`config.mk`:
```
export PLATFORM = sky130hd
export DESIGN_NAME = mem_port_arbiter
export DESIGN_NICKNAME = d
export VERILOG_FILES = /design/src/rtl/mem_port_arbiter.sv
export SDC_FILE = /design/constraint.sdc
export NUM_CORES = 1
export LEC_CHECK = 0
export ABC_AREA = 1
export CAP_MARGIN = 20
export CORE_ASPECT_RATIO = 0.7
export CORE_MARGIN = 2
export CORE_UTILIZATION = 45
export DETAILED_ROUTE_END_ITERATION = 10
export HOLD_SLACK_MARGIN = 0.15
export PLACE_DENSITY = 0.86
export SYNTH_ARGS = -nofsm -noshare
export SYNTH_HDL_FRONTEND = slang
export SYNTH_SLANG_ARGS = --single-unit
```
`constraint.sdc`:
```
create_clock -name clk -period 3.1 [get_ports clk]
set_clock_uncertainty 0.1 [all_clocks]
set_input_delay 0.62 -clock clk [delete_from_list [all_inputs] [get_ports clk]]
set_output_delay 0.62 -clock clk [all_outputs]
set_load 0.01 [all_outputs]
```
`src/rtl/mem_port_arbiter.sv`:
```
// rtl/mem_port_arbiter.sv - shares one main-memory port between I-cache and D-cache
// Optional round-robin tie-break enabled by defining MEM_ARB_RR_EN (fixed D-cache priority otherwise).
module mem_port_arbiter #(
  parameter int ADDR_W      = 32,
  parameter int DATA_W      = 32,
  parameter int TIMEOUT_CYC = 255
) (
  input  logic              clk,
  input  logic              rst,
  input  logic              ic_req_valid,
  input  logic [ADDR_W-1:0] ic_req_addr,
  output logic [DATA_W-1:0] ic_rdata,
  output logic              ic_ready,
  input  logic              dc_req_valid,
  input  logic              dc_req_wr,
  input  logic [ADDR_W-1:0] dc_req_addr,
  input  logic [DATA_W-1:0] dc_wdata,
  output logic [DATA_W-1:0] dc_rdata,
  output logic              dc_ready,
  output logic              mem_req_valid,
  output logic              mem_req_wr,
  output logic [ADDR_W-1:0] mem_req_addr,
  output logic [DATA_W-1:0] mem_wr_data,
  input  logic [DATA_W-1:0] mem_rdata,
  input  logic              mem_ready,
  output logic              arb_timeout
);

  typedef enum logic [2:0] {
    IDLE    = 3'd0,
    GNT_IC  = 3'd1,
    GNT_DC  = 3'd2,
    RESP_IC = 3'd3,
    RESP_DC = 3'd4
  } state_t;

  localparam logic GRANT_IC = 1'b0;
  localparam logic GRANT_DC = 1'b1;

  localparam int              WD_W     = (TIMEOUT_CYC > 1) ? $clog2(TIMEOUT_CYC + 1) : 1;
  localparam logic [WD_W-1:0] WD_LIMIT = WD_W'(TIMEOUT_CYC);

  state_t          state;
  logic            last_grant;
  logic [WD_W-1:0] wdog;
  logic            pick_dc;
  logic            in_gnt;

  assign in_gnt = (state == GNT_IC) || (state == GNT_DC);

`ifdef MEM_ARB_RR_EN
  // On a tie, hand the port to whichever side did not complete last.
  always_comb begin
    pick_dc = dc_req_valid;
    if (ic_req_valid && dc_req_valid) begin
      pick_dc = (last_grant == GRANT_IC);
    end
  end
`else
  logic unused_last_grant;
  assign unused_last_grant = last_grant;

  always_comb begin
    pick_dc = dc_req_valid;
  end
`endif

  always_ff @(posedge clk) begin
    if (rst) begin
      state         <= IDLE;
      last_grant    <= GRANT_IC;
      wdog          <= '0;
      ic_rdata      <= '0;
      ic_ready      <= 1'b0;
      dc_rdata      <= '0;
      dc_ready      <= 1'b0;
      mem_req_valid <= 1'b0;
      mem_req_wr    <= 1'b0;
      mem_req_addr  <= '0;
      mem_wr_data   <= '0;
      arb_timeout   <= 1'b0;
    end else begin
      case (state)
        IDLE: begin
          if (ic_req_valid || dc_req_valid) begin
            mem_req_valid <= 1'b1;
            wdog          <= '0;
            if (pick_dc) begin
              state        <= GNT_DC;
              mem_req_wr   <= dc_req_wr;
              mem_req_addr <= dc_req_addr;
              mem_wr_data  <= dc_wdata;
            end else begin
              state        <= GNT_IC;
              mem_req_wr   <= 1'b0;
              mem_req_addr <= ic_req_addr;
              mem_wr_data  <= '0;
            end
          end
        end
        GNT_IC: begin
          if (mem_ready) begin
            ic_rdata      <= mem_rdata;
            ic_ready      <= 1'b1;
            mem_req_valid <= 1'b0;
            last_grant    <= GRANT_IC;
            state         <= RESP_IC;
          end
        end
        GNT_DC: begin
          if (mem_ready) begin
            dc_rdata      <= mem_rdata;
            dc_ready      <= 1'b1;
            mem_req_valid <= 1'b0;
            last_grant    <= GRANT_DC;
            state         <= RESP_DC;
          end
        end
        // Requests are not sampled here so a still-high valid cannot re-grant.
        RESP_IC: begin
          ic_ready <= 1'b0;
          state    <= IDLE;
        end
        RESP_DC: begin
          dc_ready <= 1'b0;
          state    <= IDLE;
        end
        default: state <= IDLE;
      endcase

      // Watchdog saturates at the limit; the flag stays set until reset.
      if (in_gnt && !mem_ready && (TIMEOUT_CYC != 0) && (wdog != WD_LIMIT)) begin
        wdog <= wdog + WD_W'(1);
        if (wdog == WD_LIMIT - WD_W'(1)) begin
          arb_timeout <= 1'b1;
        end
      end
    end
  end

endmodule

```
Yosys cells after proc, flatten, opt, wreduce, memory -nomap -nowiden
Index checks and enable logic that the tools add are counted.
- reduce and logical (&&, ||, !) cells: 21
- add/subtract/negate cells: 1
- muxes and demuxes: 17
- equal/unequal tests: 10
- operators by type and width (cell ; number):
    two-way mux 32 bit ; 2
    two-way mux 8 bit ; 3
    AND reduction 2 bit ; 7
    nonzero test 2 bit ; 5
    two-way mux 3 bit ; 3
    case mux 3 bit (3 select lines) ; 1
    adder 8 x 1 -> 8 bit (second input constant) ; 1
    equality test 8 bit (second input constant) ; 1
    != test 8 bit (second input constant) ; 1
    equality test 3 x 2 -> 1 bit (second input constant) ; 2
    != test 2 bit (second input constant) ; 3
    case mux 1 bit (2 select lines) ; 3
    AND reduction 3 bit ; 2
    two-way mux 1 bit ; 4
    equality test 3 x 1 -> 1 bit (second input constant) ; 1
    equality test 3 bit (second input constant) ; 1
    logical NOT 3 bit ; 1
    logical AND 1 bit ; 2
    logical OR 1 bit ; 2
    two-way mux 2 bit ; 1
    != test 2 x 1 -> 1 bit (second input constant) ; 1
    OR reduction 2 bit ; 1
    logical NOT 1 bit ; 1
- input bits: 134
- logic and storage cells: 60
- register bits: 144

Longest topological paths before layout
Gate-level depths: netlist of the first run.
- word-level depth: 6
- depth in mapped cells: 8
- mapped depth without buffers: 8

Worst setup path before layout of the first run
Ideal clock, no wire load.
- kind: in2reg
- start point: in rst
- end point: reg mem_req_addr[11]
- slack: 1.555 ns
- cell stages on the path: 4
- required time: 2.941 ns
- data arrival time: 1.386 ns
- buffers on the path: 2
- cell sequence: clkinv_1 clkbuf_1 clkbuf_1 o211a_1
- RTL lines (what ; line ; RTL):
    start: declaration ; 9 ; input logic rst,
    end signal: assignment ; 91 ; mem_req_addr <= dc_req_addr;
    end signal: assignment ; 96 ; mem_req_addr <= ic_req_addr;
    end: declaration ; 22 ; output logic [ADDR_W-1:0] mem_req_addr,
No word-level cell between the ends.

Final worst setup path of the first run
- start point: reg mem_req_addr[12]
- end point: out mem_req_addr[12]
No word-level cell between the ends.

==> results of run 1 <==
[per-stage QoR]
| step | setup WS (ns) | util (%) | hold WS (ns) | power [uW] |
|---|---|---|---|---|
| final | 1.05 | 72.8 | 0.345 | 6520 |
| after global placement | 0.771 | 67.6 | 0.330 | 4290 |
| after floorplan | 1.55 | - | 0.368 | 3410 |
| after CTS | 1.01 | 72.8 | 0.343 | 6580 |
| after detailed placement | 0.705 | 67.6 | 0.333 | 4320 |
| after global routing | 0.900 | 72.8 | 0.357 | 6850 |
[logic make-up after synthesis]
group,after synthesis
adder cells (fa/ha/maj),2
AND/OR/NAND/NOR,289
XOR/XNOR,2
flip-flops,144
buffers and inverters,101
AO/OA/AOI/OAI,182
[sequential cells by signal, summed over array words and instances, names as in the netlist]
| signal | flops |
|---|---|
| mem_req_addr | 32 |
| ic_rdata | 32 |
| mem_wr_data | 32 |
| ic_ready | 1 |
| wdog | 8 |
| state | 3 |
| mem_req_valid | 1 |
| dc_ready | 1 |
| mem_req_wr | 1 |
| arb_timeout | 1 |
| dc_rdata | 32 |
[cell usage after synthesis, types with 2 or more instances]
| library cell | n |
|---|---|
| dfxtp_1 | 144 |
| nand2_1 | 122 |
| a21oi_1 | 80 |
| nand3_1 | 75 |
| nor2_1 | 73 |
| o21ai_0 | 65 |
| inv_1 | 43 |
| o211a_1 | 32 |
| clkbuf_1 | 26 |
| buf_2 | 17 |
| nand3_2 | 9 |
| buf_6 | 5 |
| inv_2 | 5 |
| o21ai_1 | 4 |
| buf_8 | 2 |
| ha_1 | 2 |
| nand2_2 | 2 |
| nand4_1 | 2 |
| nor2_4 | 2 |
| xor2_1 | 2 |
[metal layers]
layer,up-vias,share of wire (%)
li1,2879,-
met1,2681,42
met2,209,48
met3,26,7.2
met4,0,2.2
met5,-,0
[final cells by class]
cell class / count / area [sq um]
Multi-Input combinational cell: 475 / 2400
Tap cell: 162 / 203
Clock inverter: 12 / 206
Clock buffer: 19 / 443
Inverter: 49 / 184
Timing Repair Buffer: 274 / 2760
Sequential cell: 144 / 2880
Fill cell: 956 / 3390
[report_power, final]
part	switching [uW]	internal (uW)
combinational	957	964
sequential	180	2180
clock	789	1450
total	1930	4600
[how the worst min path moves through the flow]
| stage | endpoint | slack (ns) | startpoint |
|---|---|---|---|
| 4_1_cts | dc_rdata[12] | 0.34 | dc_rdata[12] |
| 6_report | dc_rdata[12] | 0.34 | dc_rdata[12] |
| 3_5_place_dp | dc_rdata[12] | 0.33 | dc_rdata[12] |
| 5_1_grt | dc_rdata[4] | 0.36 | dc_rdata[4] |
| 3_3_place_gp | dc_rdata[4] | 0.33 | dc_rdata[4] |
| 2_1_floorplan | dc_rdata[0] | 0.37 | dc_rdata[0] |
==> results.yml, run 1 <==
die:
  coreArea_sq_um: 12500
  rows: 34
  die_area_sq_um: 13700
  start_util_pct: 46.2
  dieHeight_um: 98.6
  num_io_pins: 267
  die_w_um: 139
setup_path:
  start_kind: "register"
  cp_max_fo: 2
  crit_type: "register to primary output"
  cp_slowest_cell: "clkdlybuf4s50_1"
  crit_path_start: "mem_req_addr[12]"
  worstPathArrival_ns: 1.33
  worstReg2RegEnd: "dc_rdata[3]"
  cp.depth: 1
  path_cells: "clkdlybuf4s50_1"
  cp-endpoint: "mem_req_addr[12]"
  required_ns: 2.38
  endpoint_kind: "primary output"
  path_buf_inv: 1
  r2r_cells: 5
  slowest_delay_ns: 0.60
  reg2reg_from: "state[0]"
  ff2ff_setup_slack_ns: 1.15
  crit_family: "buffers and inverters"
power:
  power.density_nw_per_um2: 719
  p_leak_uw: 0.00373
  vdd_drop_max_mv: 0.405
global_route:
  met2_usage_pct: 40.6
  met1_usage_pct: 30.4
  grtUsageTotal_pct: 24.5
  grt_pass1_wl_um: 27500
  antenna_found_initial: 0
  grt_overflow: 0
  first_global_vias: 5479
  grt_use_met3_pct: 7.77
  grt_max_degree: 69
  grt-busiest-layer: "met2"
layout:
  drive_gt1_share_pct: 6.27
  final_cell_mix: "clkdlybuf4s50_1, dfxtp_1, nand2_1, a21oi_1, nand3_1"
  area_delta_synth_final_pct: 57.6
  stdcell_count: 1135
  final_area_sq_um: 9070
  insertedDiodeCount: 0
  nets: 1097
  final_common_cell: "clkdlybuf4s50_1"
synthesis:
  synth_cell_type_count: 28
  synth_top_family_by_area: "simple AND/OR/NAND/NOR gates"
  synth.top_cells.by_area: "dfxtp_1, nand2_1, a21oi_1"
  synth_top_area_share_pct: 50.1
  synthCells: 720
  synth_top_cell_by_area: "dfxtp_1"
  post_synth.cell_area_avg_sq_um: 8.00
  synth_edf_count: 0
  ys_seq_elements: 144
  async_flop_share_pct: 0
  syn-num-nets: 856
  synth-seq-area-share_pct: 50.1
  synth_warnings: 0
  netlist_area_sq_um: 5760
  synth_ff_type: "dfxtp_1"
  yosys.area_share.simple_pct: 22.1
  synthAdderAreaFrac_pct: 0.435
  muxShareOfSynthArea_pct: 0
  synth_xor_area_share_pct: 0.304
  synth-compound-area-share_pct: 18.8
cts:
  cts_resized: 0
  cts_max_level: 4
  clk_pin_slew_ns: 0.06
  cts_hold_buf: 0
  cts_setup_buffers: 0
  cts_tree: "done"
  root_buffer: "clkbuf_16"
  cts.sinks: 144
  clkLatencyLatePin_ns: 0.40
  cts_made_buffers: 17
  cts_buffer_depth: 2
sta:
  final_max_slew_viol_count: 0
  hold_viol: 0
  period_needed_ns: 2.05
  fin_setup_tns_ns: 0
  setup_viol: 0
  maxSlewHeadroom_pct: 51.4
  fmax_mhz: 487
  rsz0062_at_grt: "no"
  period_share_pct: 66.2
  worst_slew_pin_slew_ns: 0.729
place:
  place.detailed.hpwl_um: 11400
  io_buffer_count: 266
  dp_cells: 1104
  placed_area_sq_um: 8420
  place_congestion: 0.850
worst_hold_path:
  worstHoldPathType: "register to register"
  hold_path_depth: 2
routing:
  wl_um: 16800
  first_pass_iters: 5
  wire_per_inst_um: 14.8
  avgViaCountPerCell: 5.11
  first_iter_violations: 313
  antenna_left: 0
  drc: 0
  vias: 5795
job:
  drv_cap: 0
status:
  status: "finished, final reports clean"
Power figures use the tool's default switching activity.
==> run 2: changes to the inputs <==
--- a/config.mk
+++ b/config.mk
@@ -9,10 +9,10 @@
 export CAP_MARGIN = 20
 export CORE_ASPECT_RATIO = 0.7
 export CORE_MARGIN = 2
-export CORE_UTILIZATION = 45
+export CORE_UTILIZATION = 41
 export DETAILED_ROUTE_END_ITERATION = 10
 export HOLD_SLACK_MARGIN = 0.15
-export PLACE_DENSITY = 0.86
+export PLACE_DENSITY = 0.8
 export SYNTH_ARGS = -nofsm -noshare
 export SYNTH_HDL_FRONTEND = slang
 export SYNTH_SLANG_ARGS = --single-unit
==> constraint.sdc (replaced) <==
create_clock -name clk -period 1.9 [get_ports clk]
set_clock_uncertainty 0.1 [all_clocks]
set_input_delay 0.38 -clock clk [delete_from_list [all_inputs] [get_ports clk]]
set_output_delay 0.38 -clock clk [all_outputs]
set_load 0.01 [all_outputs]
==> results.yml, run 2 (synthesized netlist as in run 1, its figures left out) <==
sta:
  worst_slew_pin_slew_ns: 0.608
  period_needed_ns: 1.82
  fin_setup_tns_ns: 0
  period_share_pct: 95.7
  maxSlewHeadroom_pct: 59.4
  final_max_slew_viol_count: 0
  setup_viol: 0
  hold_viol: 0
  rsz0062_at_grt: "no"
  fmax_mhz: 550
die:
  start_util_pct: 41.6
  dieHeight_um: 103
  num_io_pins: 267
  coreArea_sq_um: 13800
  die_w_um: 146
  die_area_sq_um: 15000
  rows: 36
setup_path:
  cp_max_fo: 2
  crit_family: "buffers and inverters"
  worstReg2RegEnd: "wdog[6]"
  start_kind: "register"
  crit_path_start: "mem_req_addr[9]"
  required_ns: 1.42
  slowest_delay_ns: 0.60
  endpoint_kind: "primary output"
  r2r_cells: 7
  reg2reg_from: "wdog[1]"
  cp_slowest_cell: "clkdlybuf4s50_1"
  worstPathArrival_ns: 1.34
  crit_type: "register to primary output"
  path_buf_inv: 1
  ff2ff_setup_slack_ns: 0.24
  path_cells: "clkdlybuf4s50_1"
global_route:
  grt_max_degree: 72
  grt_use_met3_pct: 8.10
  met1_usage_pct: 27.0
  grt-busiest-layer: "met2"
  antenna_found_initial: 0
  grt_overflow: 0
  first_global_vias: 5206
  grt_pass1_wl_um: 26300
  met2_usage_pct: 35.6
  grtUsageTotal_pct: 21.6
power:
  p_int_uw: 7060
  power.density_nw_per_um2: 1130
  p_leak_uw: 0.00374
  p_total_uw: 10300
  power_frac_clock_pct: 31.3
  vdd_drop_max_mv: 0.637
  switchingPower_uw: 3220
  pwr-share-seq_pct: 37.4
  swShare_pct: 31.3
  combPwrFrac_pct: 31.3
worst_hold_path:
  worstHoldPathType: "register to register"
  hold_path_depth: 2
  whs_endpoint: "dc_rdata[17]"
  min_from: "dc_rdata[17]"
place:
  place_congestion: 0.819
  io_buffer_count: 266
  place.detailed.hpwl_um: 11400
status:
  status: "finished, final reports clean"
layout:
  drive_gt1_share_pct: 7.23
  final_cell_mix: "clkdlybuf4s50_1, dfxtp_1, nand2_1, a21oi_1, nand3_1"
  final_common_cell: "clkdlybuf4s50_1"
  nets: 1105
  insertedDiodeCount: 0
  area_delta_synth_final_pct: 58.2
  n_fill_cell: 1237
job:
  drv_cap: 0
routing:
  antenna_left: 0
  first_pass_iters: 5
  drc: 0
  wl_um: 16700
  first_iter_violations: 267
  avgViaCountPerCell: 4.82
  vias: 5652
  wire_per_inst_um: 14.2
cts:
  cts_made_buffers: 17
  clk_pin_slew_ns: 0.06
  cts_buffer_depth: 2
  cts_resized: 0
  root_buffer: "clkbuf_16"
  cts_max_level: 4
  cts_tree: "done"
  clkLatencyLatePin_ns: 0.41
  cts_setup_buffers: 0
  cts_hold_buf: 0
  cts.sinks: 144
run 2: how the worst max path moves through the flow:
stage                             endpoint  slack [ns]  cells after the start
after global routing           dc_rdata[9]        0.04                      1
final                      mem_req_addr[9]        0.08                      1
after global placement     mem_req_addr[1]        0.05                      6
after CTS                  mem_req_addr[9]        0.06                      1
after detailed placement      ic_rdata[11]        0.01                      6
after floorplan           mem_req_addr[23]        0.53                      7
run 2: power groups by stage:
stage	Clock (uW)	Combinational, uW	Sequential (uW)
after CTS	3290	3240	3850
after global placement	0	3200	3890
after global routing	3430	3500	3920
final	3220	3210	3850
after floorplan	0	1440	4120
after detailed placement	0	3220	3900
run 2: area by class of cell:
cell class / instances / area, sq um / area share (%)
Multi-Input combinational cell: 475 / 2400 / 26.3
Inverter: 49 / 184 / 2.02
Timing Repair Buffer: 282 / 2840 / 31.1
Sequential cell: 144 / 2880 / 31.6
Clock inverter: 13 / 129 / 1.41
Clock buffer: 19 / 443 / 4.86
Tap cell: 190 / 238 / 2.61
run 2: metal layers:
layer	vias to the layer above	routed length, um
met5	-	0
met4	0	201
met3	17	1340
met2	191	7810
met1	2554	7340
li1	2890	-
run 2: stage by stage:
| stage | setup WS [ns] | cells | utilization [%] | cell area, sq um | hold WS (ns) |
|---|---|---|---|---|---|
| after detailed placement | 0.0109 | 1140 | 61.8 | 8540 | 0.334 |
| after global routing | 0.0391 | 1172 | 65.9 | 9110 | 0.361 |
| after global placement | 0.0487 | 1140 | 61.8 | 8540 | 0.330 |
| after floorplan | 0.534 | 720 | - | 5760 | 0.368 |
| after CTS | 0.0611 | 1172 | 65.9 | 9110 | 0.343 |
| final | 0.0819 | 1172 | 65.9 | 9110 | 0.342 |
